$ cat src/rtl/counter.sv
// Train-sensor edge counter: synchronizes y, detects rising edges and
// keeps a modulo (MAX_COUNT+1) count on present_state.
module counter #(
  parameter int MAX_COUNT   = 15,
  parameter int SYNC_STAGES = 2
) (
  input  logic       clk,
  input  logic       rst_n,
  input  logic       y,
  output logic [3:0] present_state
);

  localparam logic [3:0] MAX_VAL = 4'(MAX_COUNT);

  logic [SYNC_STAGES-1:0] sync_q;
  logic                   y_sync;
  logic                   y_prev;
  logic                   rise;
  logic [3:0]             count_d;

  always_ff @(posedge clk or negedge rst_n) begin
    if (!rst_n) begin
      sync_q <= '0;
    end else begin
      sync_q <= {sync_q[SYNC_STAGES-2:0], y};
    end
  end

  assign y_sync = sync_q[SYNC_STAGES-1];

  always_ff @(posedge clk or negedge rst_n) begin
    if (!rst_n) begin
      y_prev <= 1'b0;
    end else begin
      y_prev <= y_sync;
    end
  end

  // y_prev resets low, so a level already high at release counts once
  assign rise = y_sync & ~y_prev;

  always_comb begin
    count_d = present_state;
    if (rise) begin
      if (present_state == MAX_VAL) begin
        count_d = '0;
      end else begin
        count_d = present_state + 4'd1;
      end
    end
  end

  always_ff @(posedge clk or negedge rst_n) begin
    if (!rst_n) begin
      present_state <= '0;
    end else begin
      present_state <= count_d;
    end
  end

endmodule

$ cat config.mk
export PLATFORM = sky130hd
export DESIGN_NAME = counter
export DESIGN_NICKNAME = d
export VERILOG_FILES = /design/src/rtl/counter.sv
export SDC_FILE = /design/constraint.sdc
export NUM_CORES = 1
export LEC_CHECK = 0
export ABC_AREA = 1
export CELL_PAD_IN_SITES_DETAIL_PLACEMENT = 1
export CELL_PAD_IN_SITES_GLOBAL_PLACEMENT = 2
export CORE_AREA = 8 8 45 47
export DETAILED_ROUTE_END_ITERATION = 10
export DIE_AREA = 0 0 53 55
export DONT_BUFFER_PORTS = 1
export GPL_TIMING_DRIVEN = 0
export HOLD_SLACK_MARGIN = 0.08
export PLACE_DENSITY_LB_ADDON = 0.1
export SYNTH_ARGS = -nofsm -noshare
export SYNTH_HDL_FRONTEND = slang
export SYNTH_SLANG_ARGS = --single-unit
$ cat constraint.sdc
create_clock -name clk -period 2.3 [get_ports clk]
set_input_delay 0.46 -clock clk [delete_from_list [all_inputs] [get_ports clk]]
set_output_delay 0.46 -clock clk [all_outputs]
set_load 0.02 [all_outputs]
; ---- Word-level counts from Yosys, hierarchy flattened
; Cells that the tools add are included.
[word_totals]
reg_bits = 7
latchBits = 0
ram_bits = 0
mem_bits_ro = 0
input_bits = 3
out_inout_bits = 4
word_cells = 8
memories = 0
[classes]
n_addsub = 1
mul = 0
n_div = 0
order_cmp = 0
eq_ne = 1
shift = 0
n_mux = 1
bitwise_logic = 2
reduce_logical = 0
[op_table]
columns = operator, count
row1 = "adder 4 x 1 -> 4 bit, second input constant", 1
row2 = "== test 4 bit, second input constant", 1
row3 = 2-to-1 mux 4 bit, 1
row4 = bitwise AND 1 bit, 1
row5 = inverter 1 bit, 1

; ---- Longest topological paths before layout
[logic_depth]
ltp_word = 2
ltp_mapped = 6
depth_no_buf = 6

; ---- Least setup slack after synthesis
; No wires, ideal clock.
[synth_timing]
path_type = reg2reg
from = register present_state[1]
to = register present_state[3]
setup_time_ps = 117
arrival_ps = 1043
required_time_ps = 2183
path_slack_ps = 1140
path_stages_with_launch = 6
path_buffers = 0
synth_period_minus_slack_ps = 1160
path_cell_list = dfrtp_1 ha_1 nand3_1 or2_0 nand2_1 nor2_1
[synth_between]
elab_chain_len = 2
elab_cells_between_ends = 3
classes_between = 1 x add/sub / 1 x eq/ne / 1 x mux
[synth_rtl]
columns = element, line
row1 = "start, declared", 10  ; output logic [3:0] present_state
row2 = "start signal, assigned", 57  ; present_state <= count_d;
row3 = adder 4 x 1 -> 4 bit or == test 4 bit (tied branches), "48, 45"
row4 = 2-to-1 mux 4 bit (*), 45  ; if (present_state == MAX_VAL) begin
; Every way passes the cells marked *; elsewhere a longest branch is shown, timed or not.
; A chain may end at the register's enable or synchronous reset.

; ---- Worst setup path in the final report
; Same ends and word-level chain as after synthesis.

==> flow_summary.toml <==
[cells_and_area]
final_common_cell = "nand2_1"
final_util_pct = 23.96
drive_gt1_share_pct = 9.091
seqCellArea_um2 = 175.2
layout_common_cells = "nand2_1 (8), dfrtp_1 (7)"
n_antenna_cell = 0
instances_no_fill = 49
nNetsFinal = 38
multiInputGateArea_um2 = 88.84
area_growth_pct = 20.45
fillers = 164

[cts]
path_clk_slew_ns = 0.05
clock_sinks = 7
clk_path_buf_depth = 2
htreeDepth = 1
clock_latency_ns = 0.24
cts_setup_buffers = 0
holdBufCountCts = 1
cts_tree = "yes"
clock-root-buffer = "clkbuf_4"
cts_inserted_buffers = 3
cts-resized-gates = 0

[pwr]
power_density_mw_per_mm2 = 1192
peakVddDrop_mv = 0.3484
p_total_w = 0.0003953
leakage_nw = 0.1611

[route]
drc_errors = 0
ant_nets = 0
wl_per_cell_um = 11.71
via_per_inst = 3.816
wl_um = 574
firstDrtPassIters = 1
drt_iter0_drc = 0
via_count = 187

[timing]
relSlewSlack_pct = 77.25
setup_viol = 0
slew_viol_final = 0
skew_ns = 0.0006256
tightest_slew_ns = 0.3401
max_freq_mhz = 791.7
final.setup.tns_ns = 0
setup_slack_ns = 1.037
rsz0062_at_grt = "no"
hold_viol_final = 0
period_needed_ns = 1.263
fin_crit_sh_pct = 54.91

[worst_setup_path]
arrival_ns = 1.40
crit_required_ns = 2.43
cp_max_fo = 4
crit_type = "register to register"
reg2reg_setup_slack_ns = 1.04
crit_path_end_kind = "register"
startpoint_type = "register"

[global_route]
grt_pass1_wl_um = 841
gr-total-overflow = 0
grtUsageTotal_pct = 4.345
first_global_vias = 188
grt_max_degree = 8
antenna_found_initial = 0

[synth]
synth-seq-cells = 7
synth_top_cell_by_area = "dfrtp_1"
syn_area_per_cell_um2 = 9.831
ys_types = 9
synth_nets = 32
synthCells = 28
ys_top_cells_by_area = "dfrtp_1 (64%), nand2_1 (11%), nand3_1 (5.5%), ha_1 (4.5%), inv_1 (4.1%)"
seq_area_frac_synth_pct = 63.64
synth-warning-count = 0
synth_area_um2 = 275.3
synth_top_area_share_pct = 63.64

[hold_path]
hold_class = "input pin to register"

[floorplanning]
rows = 14
die_h_um = 55
core-area_mm2 = 0.001384
ios = 7
initial_core_util_pct = 19.89
die-area_mm2 = 0.002915
die_w_um = 53

[run]
drv_cap = 0

[placed_design]
place.detailed.hpwl_um = 460
placedCellCount = 44
pre_cts_ws_ns = 1.033
io_buffers = 0
gp_congestion = 0.6192

[outcome]
status = "finished, final reports clean"
cell type report:
| type | count | area share (%) |
|---|---|---|
| well taps | 16 | 6.038 |
| clock buffers | 4 | 7.925 |
| multi-input cells | 18 | 26.79 |
| repair buffers | 1 | 3.019 |
| flip-flops and latches | 7 | 52.83 |
| inverters | 3 | 3.396 |
final timing paths:
| path | to | from | depth (start not counted) |
|---|---|---|---|
| max reg2reg | present_state[3]$_DFFE_PN0P_ | present_state[1]$_DFFE_PN0P_ | 5 |
| max | present_state[3]$_DFFE_PN0P_ | present_state[1]$_DFFE_PN0P_ | 5 |
| min in group asynchronous | present_state[0]$_DFFE_PN0P_ | rst_n | 1 |
| min reg2reg | sync_q[1]$_DFF_PN0_ | sync_q[0]$_DFF_PN0_ | 0 |
| max in group asynchronous | present_state[1]$_DFFE_PN0P_ | rst_n | 1 |
| min | sync_q[0]$_DFF_PN0_ | y | 0 |
cells by family (layout without fill, tap and decap cells):
kind of cell    Yosys count  in the layout  synth area share (%)
fa+ha+maj                 1              1                 4.545
flops                     7              7                 63.64
compound gates            1              1                 1.816
buf+inv                   3              8                 4.091
xor+xnor                  1              1                 3.182
simple gates             15             15                 22.73
synth_stat cells:
cell     number
dfrtp_1       7
ha_1          1
inv_1         3
nand2_1       8
nand3_1       3
nor2_1        3
o21ai_0       1
or2_0         1
xnor2_1       1
sequential cells by signal, indices dropped and copies added (netlist names):
register and cells:
y_prev 1, sync_q 2, present_state 4
layer usage:
layer / vias to the layer above / part of all wire (%) / global-route usage, % / routed length (um)
met5: - / 0 / 0 / 0
met4: 0 / 0 / 1.293 / 0
met3: 0 / 9.8 / 4.813 / 56
met2: 5 / 47 / 5.859 / 270
met1: 86 / 43 / 4.334 / 247
li1: 96 / - / - / -
power by group:
| group | total (W) | leakage (nW) | switching [W] | internal [W] |
|---|---|---|---|---|
| clock | 0.000108 | 0.0150 | 0.0000420 | 0.0000660 |
| combinational | 0.0000538 | 0.0623 | 0.0000281 | 0.0000257 |
| sequential | 0.000233 | 0.0838 | 0.0000782 | 0.000155 |
per-stage QoR:
step | hold slack [ns] | cell area (um2)
6_report | 0.2424 | 331.6
5_1_grt | 0.2304 | 331.6
4_1_cts | 0.2328 | 331.6
3_5_place_dp | 0.1647 | 295.3
3_3_place_gp | 0.1646 | 295.3
2_1_floorplan | 0.1644 | 275.3
worst max-delay path, cell delays in order (launching register included):
cell     delay, ns
dfrtp_1       0.51
ha_1          0.23
nand3_1       0.10
or2_0         0.21
nand2_1       0.07
nor2_1        0.04
Note: power is estimated with default switching activity, not from simulation.
